### config.mk
export PLATFORM = sky130hd
export DESIGN_NAME = regfile_wb_arbiter
export DESIGN_NICKNAME = d
export VERILOG_FILES = /design/src/rtl/regfile_wb_arbiter.sv
export SDC_FILE = /design/constraint.sdc
export NUM_CORES = 1
export LEC_CHECK = 0
export CORE_ASPECT_RATIO = 1.75
export CORE_UTILIZATION = 48
export DETAILED_ROUTE_END_ITERATION = 6
export PLACE_DENSITY = 0.76
export SLEW_MARGIN = 30
export SYNTH_ARGS = -nofsm -noshare
export SYNTH_HDL_FRONTEND = slang
export SYNTH_SLANG_ARGS = --single-unit
### constraint.sdc
create_clock -name clk -period 3 [get_ports clk]
set_input_delay 0.3 -clock clk [delete_from_list [all_inputs] [get_ports clk]]
set_output_delay 0.3 -clock clk [all_outputs]
set_load 0.05 [all_outputs]
### src/rtl/regfile_wb_arbiter.sv
// Two-requester writeback arbiter for the single register-file write port.
// Per-requester FIFOs, round-robin drain, and a pending-register bitmap.

module regfile_wb_fifo #(
    parameter int DEPTH = 2,
    parameter int XLEN  = 32
) (
    input  logic            clk,
    input  logic            rst,
    input  logic            push,
    input  logic [4:0]      push_dir,
    input  logic [XLEN-1:0] push_data,
    input  logic            pop,
    output logic            ready,
    output logic            empty,
    output logic [4:0]      head_dir,
    output logic [XLEN-1:0] head_data,
    output logic [31:0]     held
);

    localparam int AW = $clog2(DEPTH);
    localparam logic [AW:0] ONE  = (AW+1)'(1);
    localparam logic [AW:0] FULL = (AW+1)'(DEPTH);

    logic [4:0]      dir_q  [DEPTH];
    logic [XLEN-1:0] data_q [DEPTH];
    logic [AW:0]     wptr;
    logic [AW:0]     rptr;
    logic [AW:0]     count;
    logic [AW-1:0]   rel;

    assign count     = wptr - rptr;
    assign ready     = count != FULL;
    assign empty     = count == '0;
    assign head_dir  = dir_q[rptr[AW-1:0]];
    assign head_data = data_q[rptr[AW-1:0]];

    always_ff @(posedge clk) begin
        if (!rst) begin
            wptr <= '0;
            rptr <= '0;
        end else begin
            if (push) wptr <= wptr + ONE;
            if (pop)  rptr <= rptr + ONE;
        end
    end

    always_ff @(posedge clk) begin
        if (push) begin
            dir_q[wptr[AW-1:0]]  <= push_dir;
            data_q[wptr[AW-1:0]] <= push_data;
        end
    end

    // An entry is live when its distance from the read pointer is below count.
    always_comb begin
        held = '0;
        rel  = '0;
        for (int i = 0; i < DEPTH; i++) begin
            rel = AW'(i) - rptr[AW-1:0];
            if ({1'b0, rel} < count) held[dir_q[i]] = 1'b1;
        end
    end

endmodule

module regfile_wb_arbiter #(
    parameter int DEPTH = 2,
    parameter int XLEN  = 32
) (
    input  logic            clk,
    input  logic            rst,
    input  logic            a_valid,
    output logic            a_ready,
    input  logic [4:0]      a_dir,
    input  logic [XLEN-1:0] a_data,
    input  logic            b_valid,
    output logic            b_ready,
    input  logic [4:0]      b_dir,
    input  logic [XLEN-1:0] b_data,
    output logic            rf_we,
    output logic [4:0]      rf_dir,
    output logic [XLEN-1:0] rf_wdata,
    output logic [31:0]     pending
);

    logic            a_push;
    logic            b_push;
    logic            a_empty;
    logic            b_empty;
    logic [4:0]      a_head_dir;
    logic [4:0]      b_head_dir;
    logic [XLEN-1:0] a_head_data;
    logic [XLEN-1:0] b_head_data;
    logic [31:0]     a_held;
    logic [31:0]     b_held;
    logic            grant_a;
    logic            grant_b;
    logic            last_b;

    // x0 writes complete the handshake but never enter a FIFO.
    assign a_push = a_valid & a_ready & (a_dir != 5'd0);
    assign b_push = b_valid & b_ready & (b_dir != 5'd0);

    regfile_wb_fifo #(.DEPTH(DEPTH), .XLEN(XLEN)) u_fifo_a (
        .clk       (clk),
        .rst       (rst),
        .push      (a_push),
        .push_dir  (a_dir),
        .push_data (a_data),
        .pop       (grant_a),
        .ready     (a_ready),
        .empty     (a_empty),
        .head_dir  (a_head_dir),
        .head_data (a_head_data),
        .held      (a_held)
    );

    regfile_wb_fifo #(.DEPTH(DEPTH), .XLEN(XLEN)) u_fifo_b (
        .clk       (clk),
        .rst       (rst),
        .push      (b_push),
        .push_dir  (b_dir),
        .push_data (b_data),
        .pop       (grant_b),
        .ready     (b_ready),
        .empty     (b_empty),
        .head_dir  (b_head_dir),
        .head_data (b_head_data),
        .held      (b_held)
    );

    assign grant_a = !a_empty && (b_empty || last_b);
    assign grant_b = !b_empty && (a_empty || !last_b);

    always_ff @(posedge clk) begin
        if (!rst) begin
            rf_we    <= 1'b0;
            rf_dir   <= '0;
            rf_wdata <= '0;
            last_b   <= 1'b1;
        end else begin
            rf_we <= grant_a | grant_b;
            if (grant_a) begin
                rf_dir   <= a_head_dir;
                rf_wdata <= a_head_data;
                last_b   <= 1'b0;
            end else if (grant_b) begin
                rf_dir   <= b_head_dir;
                rf_wdata <= b_head_data;
                last_b   <= 1'b1;
            end
        end
    end

    always_comb begin
        pending = a_held | b_held;
        if (rf_we) pending[rf_dir] = 1'b1;
        pending[0] = 1'b0;
    end

endmodule

==> results of run 1 <==
-- area by class of cell --
type | count | area (um2)
fillers | 1375 | 6630
flip-flops and latches | 197 | 5430
multi-input cells | 451 | 3110
repair buffers | 161 | 1540
clock buffers | 18 | 429
well taps | 231 | 289
clock inverters | 14 | 160
inverters | 10 | 37.5
-- power by group through the flow --
stage	sequential (mW)	combinational (mW)	clock [mW]
floorplan	4.79	3.09	0
global placement	4.53	4.94	0
detailed placement	4.57	5.04	0
CTS	4.52	5.07	2.23
global route	4.61	5.40	2.35
finish	4.55	5.07	2.21
-- how the worst max path moves through the flow --
stage / startpoint / end / slack, ns / cells after the start
CTS: u_fifo_a.wptr[0] / pending[1] / 0.008 / 8
floorplan: u_fifo_b.wptr[0] / u_fifo_b.data_q[0][0] / -0.57 / 7
global route: u_fifo_b.wptr[0] / pending[25] / 0.0001 / 9
finish: u_fifo_a.wptr[0] / pending[11] / 0.09 / 8
detailed placement: u_fifo_a.wptr[0] / pending[18] / 0.34 / 8
global placement: u_fifo_a.wptr[0] / pending[18] / 0.40 / 8
-- registers in the layout, summed over array words and instances, names as in the netlist, named ones only --
name             cells
rf_dir               5
u_fifo_b.wptr        2
u_fifo_a.data_q     64
last_b               1
u_fifo_a.wptr        2
rf_wdata            32
u_fifo_a.rptr        2
u_fifo_a.dir_q      10
u_fifo_b.rptr        2
u_fifo_b.data_q     64
rf_we                1
u_fifo_b.dir_q      10
-- cell usage in the layout (no fill, tap or decap), types with 3 or more instances in the layout --
master / Yosys / final
nor3b_1: 20 / 18
nor3_1: 12 / 12
inv_1: 9 / 8
dfxtp_1: 49 / 47
mux2i_1: 37 / 37
nor2_4: 0 / 4
clkdlybuf4s50_1: 0 / 117
clkbuf_16: 0 / 17
a22oi_1: 30 / 30
buf_4: 2 / 41
mux2_2: 35 / 35
xnor2_1: 6 / 6
nand3b_1: 19 / 19
o22ai_1: 16 / 16
nor2_1: 53 / 49
o211ai_1: 37 / 37
ha_1: 6 / 5
a21oi_1: 5 / 5
nand2_1: 96 / 96
edfxtp_1: 148 / 148
buf_12: 0 / 3
o21ai_0: 7 / 5
and3b_1: 3 / 3
or3b_2: 5 / 5
o221ai_1: 16 / 15
inv_6: 0 / 4
clkinv_8: 0 / 4
nand3_1: 21 / 21
-- per-layer routing --
metal	wire (um)	GRT usage [%]	vias to the layer above
li1	-	-	2917
met1	8390	27.0	3104
met2	13000	48.3	332
met3	1470	5.32	104
met4	1660	18.3	0
met5	0	0	-
-- metrics by stage --
stage          hold slack, ns  setup TNS [ns]  std cells  total power, mW
4_1_cts                 0.435               0       1082             11.8
2_1_floorplan           0.399          -41.86        693             7.88
3_5_place_dp            0.482               0       1050             9.61
3_3_place_gp            0.472               0       1050             9.47
6_report                0.446               0       1082             11.8
5_1_grt                 0.436               0       1082             12.4
-- worst register-to-register path: cells and delay by family, from the launching register on --
kind / cells / cell delay (ns)
buf+inv: 2 / 0.21
fa+ha+maj: 2 / 0.51
simple gates: 2 / 0.69
compound gates: 2 / 0.64
flops: 1 / 0.40
-- cells by family after synthesis --
group / Yosys count / synth area share (%)
XOR/XNOR: 7 / 0.705
multiplexers: 72 / 8.79
flip-flops: 197 / 62.4
buffers and inverters: 45 / 2.46
other: 1 / 0.0431
AND/OR/NAND/NOR: 247 / 14.3
adder cells (fa/ha/maj): 6 / 0.863
AO/OA/AOI/OAI: 118 / 10.4
-- what timing repair did --
item	CTS	global route
setup endpoints to repair	3	23
hold endpoints to repair	0	0
gates cloned	0	0
gates resized for setup	1	6
==> flow_summary.html, run 1 <==
<table>
<tr><th>Metric</th><th>Value</th></tr>
<tr><th colspan="2">Layout</th></tr>
<tr><td>Number of nets in the final layout</td><td>922</td></tr>
<tr><td>Design Area, Final</td><td>11000 um2</td></tr>
<tr><td>Final Util</td><td>62.4%</td></tr>
<tr><td>Layout cell share with drive strength beyond 1</td><td>16.7%</td></tr>
<tr><td>Signed area change from the synthesized netlist to the final layout</td><td>26.4%</td></tr>
<tr><td>Number of antenna diodes</td><td>0</td></tr>
<tr><th colspan="2">Timing</th></tr>
<tr><td>Period utilization</td><td>96.9%</td></tr>
<tr><td>Worst relative slew slack</td><td>45.7%</td></tr>
<tr><td>Slew Viols, Final</td><td>0</td></tr>
<tr><td>Final setup violating endpoints</td><td>0</td></tr>
<tr><td>Minimum clock period</td><td>2.91 ns</td></tr>
<tr><td>Worst-Margin Slew</td><td>0.812 ns</td></tr>
<tr><td>Peak Freq</td><td>0.344 GHz</td></tr>
<tr><td>Final worst clock skew</td><td>0.0131 ns</td></tr>
<tr><td>Setup slack after layout</td><td>0.0926 ns</td></tr>
<tr><td>Final-report hold violation count</td><td>0</td></tr>
<tr><td>Setup repair after global routing missed its margin</td><td>no</td></tr>
<tr><th colspan="2">Logic synthesis</th></tr>
<tr><td>Total nets after synthesis</td><td>777</td></tr>
<tr><td>Post-Syn Area per Cell</td><td>12.5 um2</td></tr>
<tr><td>Post-Synthesis Cells</td><td>693</td></tr>
<tr><td>Share of the synthesized area in the top cell type</td><td>51.1%</td></tr>
<tr><td>Number of enable flip-flop cells after synthesis</td><td>148</td></tr>
<tr><td>Cell with the most instances after synthesis</td><td>edfxtp_1</td></tr>
<tr><td>Portion of the post-synthesis area used by sequential elements</td><td>62.4%</td></tr>
<tr><td>Library cell with the largest summed area after synthesis</td><td>edfxtp_1</td></tr>
<tr><td>Leading register cell type out of synthesis</td><td>edfxtp_1</td></tr>
<tr><td>Top post-synthesis cells by area</td><td>edfxtp_1, dfxtp_1, mux2_2</td></tr>
<tr><td>Cell types with the highest counts after synthesis</td><td>edfxtp_1, nand2_1, nor2_1</td></tr>
<tr><td>Asr flop ratio synth</td><td>0%</td></tr>
<tr><td>Cell variety after synth</td><td>46</td></tr>
<tr><td>Mapped Area</td><td>8700 um2</td></tr>
<tr><td>Number of synthesized register bits</td><td>197</td></tr>
<tr><td>Synthesis warning total</td><td>0</td></tr>
<tr><th colspan="2">Run</th></tr>
<tr><td>Number of maximum-capacitance violations</td><td>0</td></tr>
<tr><th colspan="2">Setup path</th></tr>
<tr><td>Cell with the most instances on the worst path</td><td>inv_1</td></tr>
<tr><td>Number of buffer and inverter stages on the critical path</td><td>3</td></tr>
<tr><td>Number of cells traversed by the worst register-to-register path</td><td>8</td></tr>
<tr><td>Critical setup path kind</td><td>flop to output port</td></tr>
<tr><td>Slowest CP cell</td><td>dfxtp_1</td></tr>
<tr><td>Critical path's largest stage delay</td><td>0.40 ns</td></tr>
<tr><td>Top delay family on crit path</td><td>adder cells</td></tr>
<tr><td>Worst Setup Start Kind</td><td>flop</td></tr>
<tr><td>Capture point of the worst reg-to-reg path</td><td>rf_wdata[7]</td></tr>
<tr><td>Worst-case register-to-register setup slack</td><td>0.46 ns</td></tr>
<tr><td>Series of cell instances along the critical path</td><td>inv_1 &gt; ha_1 &gt; inv_1 &gt; ha_2 &gt; and3b_1 &gt; a22oi_1 &gt; nand3_1 &gt; buf_4</td></tr>
<tr><td>Required time reported for the critical path endpoint</td><td>2.70 ns</td></tr>
<tr><td>CP Max Fanout</td><td>8</td></tr>
<tr><td>Arrival time worst endpoint</td><td>2.61 ns</td></tr>
<tr><td>Reg2Reg Launch Point</td><td>u_fifo_a.wptr[0]</td></tr>
<tr><td>Crit end category</td><td>output port</td></tr>
<tr><th colspan="2">Power and ir drop</th></tr>
<tr><td>Portion of total power attributed to the clock network</td><td>18.7%</td></tr>
<tr><td>Relative contribution of combinational cells to total power</td><td>42.9%</td></tr>
<tr><td>Static Leak</td><td>3.67 nW</td></tr>
<tr><td>Sw frac</td><td>42.6%</td></tr>
<tr><td>Net switching power figure</td><td>5.04 mW</td></tr>
<tr><td>Internal Power</td><td>6.79 mW</td></tr>
<tr><td>Worst-case vdd ir drop</td><td>0.000560 V</td></tr>
<tr><td>Relative contribution of sequential cells to total power</td><td>38.4%</td></tr>
<tr><td>Total power per unit cell area</td><td>1080 nW/um2</td></tr>
<tr><th colspan="2">Floorplanning</th></tr>
<tr><td>Die X</td><td>104 um</td></tr>
<tr><td>Die height</td><td>180 um</td></tr>
<tr><td>Starting density of the core</td><td>49.4%</td></tr>
<tr><td>Number of top-level pins</td><td>150</td></tr>
<tr><td>Std-Cell Rows</td><td>64</td></tr>
<tr><td>Overall die area</td><td>18700 um2</td></tr>
<tr><td>Placeable Area</td><td>17600 um2</td></tr>
<tr><th colspan="2">Routing</th></tr>
<tr><td>Overall routed net length</td><td>24500 um</td></tr>
<tr><td>Iter 0 DRT Violations</td><td>430</td></tr>
<tr><td>DRC violations left</td><td>0</td></tr>
<tr><td>Drt via density</td><td>5.97</td></tr>
<tr><td>Average wire length per cell after detail routing</td><td>22.7 um</td></tr>
<tr><td>Number of detailed-route iterations in the first pass</td><td>5</td></tr>
<tr><td>ANT nets after route</td><td>0</td></tr>
<tr><td>Number of vias in the routed layout</td><td>6457</td></tr>
<tr><th colspan="2">Clock network</th></tr>
<tr><td>CTS buffer count</td><td>17</td></tr>
<tr><td>Hold-fix buffers at CTS</td><td>0</td></tr>
<tr><td>Clock tree sinks</td><td>197</td></tr>
<tr><td>Insertion delay to the later sink of the worst-skew pair</td><td>0.43 ns</td></tr>
<tr><td>Maximum count of clock buffers along a single path</td><td>2</td></tr>
<tr><td>CTS H-tree depth</td><td>4</td></tr>
<tr><td>Clk pin slew, worst setup/hold paths</td><td>0.08 ns</td></tr>
<tr><td>Clock tree from TritonCTS</td><td>yes</td></tr>
<tr><td>Post-CTS setup-driven buffer insertion count</td><td>0</td></tr>
<tr><td>Clock Root Buffer</td><td>clkbuf_16</td></tr>
<tr><th colspan="2">Placed design</th></tr>
<tr><td>Pre-CTS setup slack</td><td>0.342 ns</td></tr>
<tr><td>Sum of net half-perimeters after detailed placement</td><td>17700 um</td></tr>
<tr><td>Routability cong.</td><td>1.03</td></tr>
<tr><td>Number of input and output port buffers inserted</td><td>148</td></tr>
<tr><td>Cell Area, Placed</td><td>10400 um2</td></tr>
<tr><th colspan="2">Min path</th></tr>
<tr><td>Capture endpoint of the worst hold path</td><td>u_fifo_a.data_q[1][12]</td></tr>
<tr><td>Count of cells along the worst hold path</td><td>1</td></tr>
<tr><td>Worst min path class</td><td>input pin to flop</td></tr>
<tr><td>Hold path startpoint</td><td>a_data[12]</td></tr>
<tr><th colspan="2">Global routing</th></tr>
<tr><td>Overflow after GRT</td><td>0</td></tr>
<tr><td>Pin count of the biggest net entering global routing</td><td>40</td></tr>
<tr><td>Combined global-route utilization of all metal layers</td><td>26.5%</td></tr>
<tr><td>Via count of the first global-routing pass</td><td>6743</td></tr>
<tr><td>Wire length of the first global-routing pass</td><td>37400 um</td></tr>
<tr><td>Antenna violations before repair</td><td>0</td></tr>
<tr><th colspan="2">Outcome</th></tr>
<tr><td>Outcome</td><td>finished, final reports clean</td></tr>
</table>
Note: power is estimated with default switching activity, not from simulation.
==> run 2: changes to the inputs <==
CORE_MARGIN = 3   (was unset)
==> run 2 against run 1 <==
Effect of this change: count of clock-buffer cells in the layout decreased by 1; hold slack better by 0.0020 ns; sequential cell count stayed put; clock skew shrank 0.0036 ns; register-to-register slack gained 0.20 ns; cell area up 0.26%; power up 0.58%; largest cell class unchanged; die area grew 6.2%; setup slack gained 0.065 ns.
==> flow_summary.html, run 2 (synthesis results as in run 1) <==
<table>
<tr><th>Metric</th><th>Value</th></tr>
<tr><th colspan="2">Outcome</th></tr>
<tr><td>Outcome</td><td>finished, final reports clean</td></tr>
<tr><th colspan="2">Layout</th></tr>
<tr><td>Area of combinational cells with multiple inputs</td><td>3120 um2</td></tr>
<tr><td>Sequential standard cell area</td><td>5430 um2</td></tr>
<tr><td>Layout cell share with drive strength beyond 1</td><td>17.1%</td></tr>
<tr><td>Filler Cells Inserted</td><td>1402</td></tr>
<tr><td>Number of nets in the final layout</td><td>919</td></tr>
<tr><td>Most frequent standard cell in the layout excluding fill and tap cells</td><td>edfxtp_1</td></tr>
<tr><td>Signed area change from the synthesized netlist to the final layout</td><td>26.7%</td></tr>
<tr><td>Commonest non-fill, non-tap cells in the layout</td><td>edfxtp_1, clkdlybuf4s50_1, nand2_1</td></tr>
<tr><th colspan="2">Floorplanning</th></tr>
<tr><td>Die height</td><td>184 um</td></tr>
<tr><td>Die X</td><td>108 um</td></tr>
<tr><td>Starting density of the core</td><td>49.4%</td></tr>
<tr><td>Std-Cell Rows</td><td>64</td></tr>
<tr><td>Number of top-level pins</td><td>150</td></tr>
<tr><td>Placeable Area</td><td>17600 um2</td></tr>
<tr><td>Overall die area</td><td>19800 um2</td></tr>
<tr><th colspan="2">Timing</th></tr>
<tr><td>Final worst clock skew</td><td>0.00943 ns</td></tr>
<tr><td>Minimum clock period</td><td>2.84 ns</td></tr>
<tr><td>Setup repair after global routing missed its margin</td><td>no</td></tr>
<tr><td>Setup TNS</td><td>0 ns</td></tr>
<tr><td>Final setup violating endpoints</td><td>0</td></tr>
<tr><td>Worst relative slew slack</td><td>54.8%</td></tr>
<tr><td>Worst-Margin Slew</td><td>0.676 ns</td></tr>
<tr><td>Peak Freq</td><td>0.352 GHz</td></tr>
<tr><td>Period utilization</td><td>94.8%</td></tr>
<tr><td>Final-report hold violation count</td><td>0</td></tr>
<tr><td>Slew Viols, Final</td><td>0</td></tr>
<tr><td>Post-route worst hold slack</td><td>0.448 ns</td></tr>
<tr><th colspan="2">Setup path</th></tr>
<tr><td>Arrival time worst endpoint</td><td>2.54 ns</td></tr>
<tr><td>Critical setup path kind</td><td>flop to output port</td></tr>
<tr><td>Crit end category</td><td>output port</td></tr>
<tr><td>CP Max Fanout</td><td>5</td></tr>
<tr><td>Worst-case register-to-register setup slack</td><td>0.66 ns</td></tr>
<tr><td>Worst Setup Start Kind</td><td>flop</td></tr>
<tr><td>Required time reported for the critical path endpoint</td><td>2.70 ns</td></tr>
<tr><th colspan="2">Clock network</th></tr>
<tr><td>Insertion delay to the later sink of the worst-skew pair</td><td>0.43 ns</td></tr>
<tr><td>CTS buffer count</td><td>17</td></tr>
<tr><td>Post-CTS setup-driven buffer insertion count</td><td>0</td></tr>
<tr><td>Clock Root Buffer</td><td>clkbuf_16</td></tr>
<tr><td>Clock tree from TritonCTS</td><td>yes</td></tr>
<tr><td>CTS H-tree depth</td><td>4</td></tr>
<tr><td>Maximum count of clock buffers along a single path</td><td>2</td></tr>
<tr><td>Hold-fix buffers at CTS</td><td>0</td></tr>
<tr><td>Clk pin slew, worst setup/hold paths</td><td>0.07 ns</td></tr>
<tr><td>Clock tree sinks</td><td>197</td></tr>
<tr><th colspan="2">Global routing</th></tr>
<tr><td>Pin count of the biggest net entering global routing</td><td>40</td></tr>
<tr><td>Antenna violations before repair</td><td>2</td></tr>
<tr><td>Combined global-route utilization of all metal layers</td><td>25.0%</td></tr>
<tr><td>Via count of the first global-routing pass</td><td>6818</td></tr>
<tr><td>Wire length of the first global-routing pass</td><td>37500 um</td></tr>
<tr><td>Overflow after GRT</td><td>0</td></tr>
<tr><th colspan="2">Power and ir drop</th></tr>
<tr><td>Internal Power</td><td>6.95 mW</td></tr>
<tr><td>Worst-case vdd ir drop</td><td>0.000792 V</td></tr>
<tr><td>Static Leak</td><td>3.67 nW</td></tr>
<tr><td>Relative contribution of sequential cells to total power</td><td>38.1%</td></tr>
<tr><td>Tot Pwr</td><td>11.9 mW</td></tr>
<tr><td>Net switching power figure</td><td>4.95 mW</td></tr>
<tr><td>Sw frac</td><td>41.6%</td></tr>
<tr><td>Portion of total power attributed to the clock network</td><td>18.9%</td></tr>
<tr><td>Relative contribution of combinational cells to total power</td><td>43.0%</td></tr>
<tr><td>Total power per unit cell area</td><td>1080 nW/um2</td></tr>
<tr><th colspan="2">Routing</th></tr>
<tr><td>Overall routed net length</td><td>24400 um</td></tr>
<tr><td>Number of detailed-route iterations in the first pass</td><td>5</td></tr>
<tr><td>Average wire length per cell after detail routing</td><td>22.6 um</td></tr>
<tr><td>DRC violations left</td><td>0</td></tr>
<tr><td>Number of vias in the routed layout</td><td>6399</td></tr>
<tr><td>Drt via density</td><td>5.92</td></tr>
<tr><td>Iter 0 DRT Violations</td><td>441</td></tr>
<tr><td>ANT nets after route</td><td>0</td></tr>
<tr><th colspan="2">Placed design</th></tr>
<tr><td>Routability cong.</td><td>0.990</td></tr>
<tr><td>Sum of net half-perimeters after detailed placement</td><td>17900 um</td></tr>
<tr><td>Number of input and output port buffers inserted</td><td>148</td></tr>
<tr><th colspan="2">Run</th></tr>
<tr><td>Number of maximum-capacitance violations</td><td>0</td></tr>
<tr><th colspan="2">Min path</th></tr>
<tr><td>Worst min path class</td><td>input pin to flop</td></tr>
</table>
-- run 2: worst paths after layout --
path,cells past startpoint,end,startpoint
worst min register to register,2,rf_wdata[27],rf_wdata[27]
worst max register to register,8,u_fifo_b.data_q[0][3],u_fifo_b.wptr[0]
worst min-delay path,1,u_fifo_b.data_q[0][7],b_data[7]
worst max-delay path,6,b_ready,u_fifo_b.wptr[0]
-- run 2: per-stage QoR --
stage / util [%] / setup WS [ns] / cells / instance area, um2
2_1_floorplan: - / -0.566 / 693 / 8700
3_3_place_gp: 58.9 / 0.543 / 1047 / 10400
3_5_place_dp: 58.9 / 0.467 / 1047 / 10400
4_1_cts: 62.3 / 0.00816 / 1079 / 11000
5_1_grt: 62.5 / 0.0306 / 1081 / 11000
6_report: 62.5 / 0.157 / 1081 / 11000
-- run 2: what timing repair did --
item                                    4_1_cts  5_1_grt
pin swaps                                     0        0
endpoints found under the setup margin        1       30
gates resized for setup                       1       11
-- run 2: critical path, stage by stage (launching register included) --
cell and delay (ns):
dfxtp_1 0.42, inv_2 0.11, ha_1 0.20, inv_1 0.06
ha_2 0.31, nand2_1 0.16, clkdlybuf4s50_1 0.86
-- run 2: power groups by stage --
| stage | Sequential (mW) | Combinational [mW] | Clock, mW |
|---|---|---|---|
| floorplan | 4.79 | 3.09 | 0 |
| global placement | 4.52 | 4.99 | 0 |
| detailed placement | 4.56 | 5.07 | 0 |
| CTS | 4.52 | 5.12 | 2.28 |
| global route | 4.60 | 5.46 | 2.40 |
| finish | 4.53 | 5.12 | 2.25 |
-- run 2: per-layer routing --
layer	GRT usage, %	vias to the layer above	wire, um
met1	25.8	3110	8160
met5	0	-	0
li1	-	2923	-
met3	4.89	85	1310
met4	13.7	0	1400
met2	46.5	281	13500
-- run 2: area by class of cell --
class / instances / share of cell area, %
Sequential cell: 197 / 49.3
Clock buffer: 17 / 3.86
Tap cell: 231 / 2.62
Antenna cell: 2 / 0.0454
Multi-Input combinational cell: 451 / 28.3
Timing Repair Buffer: 158 / 14.0
Inverter: 10 / 0.341
Clock inverter: 15 / 1.52
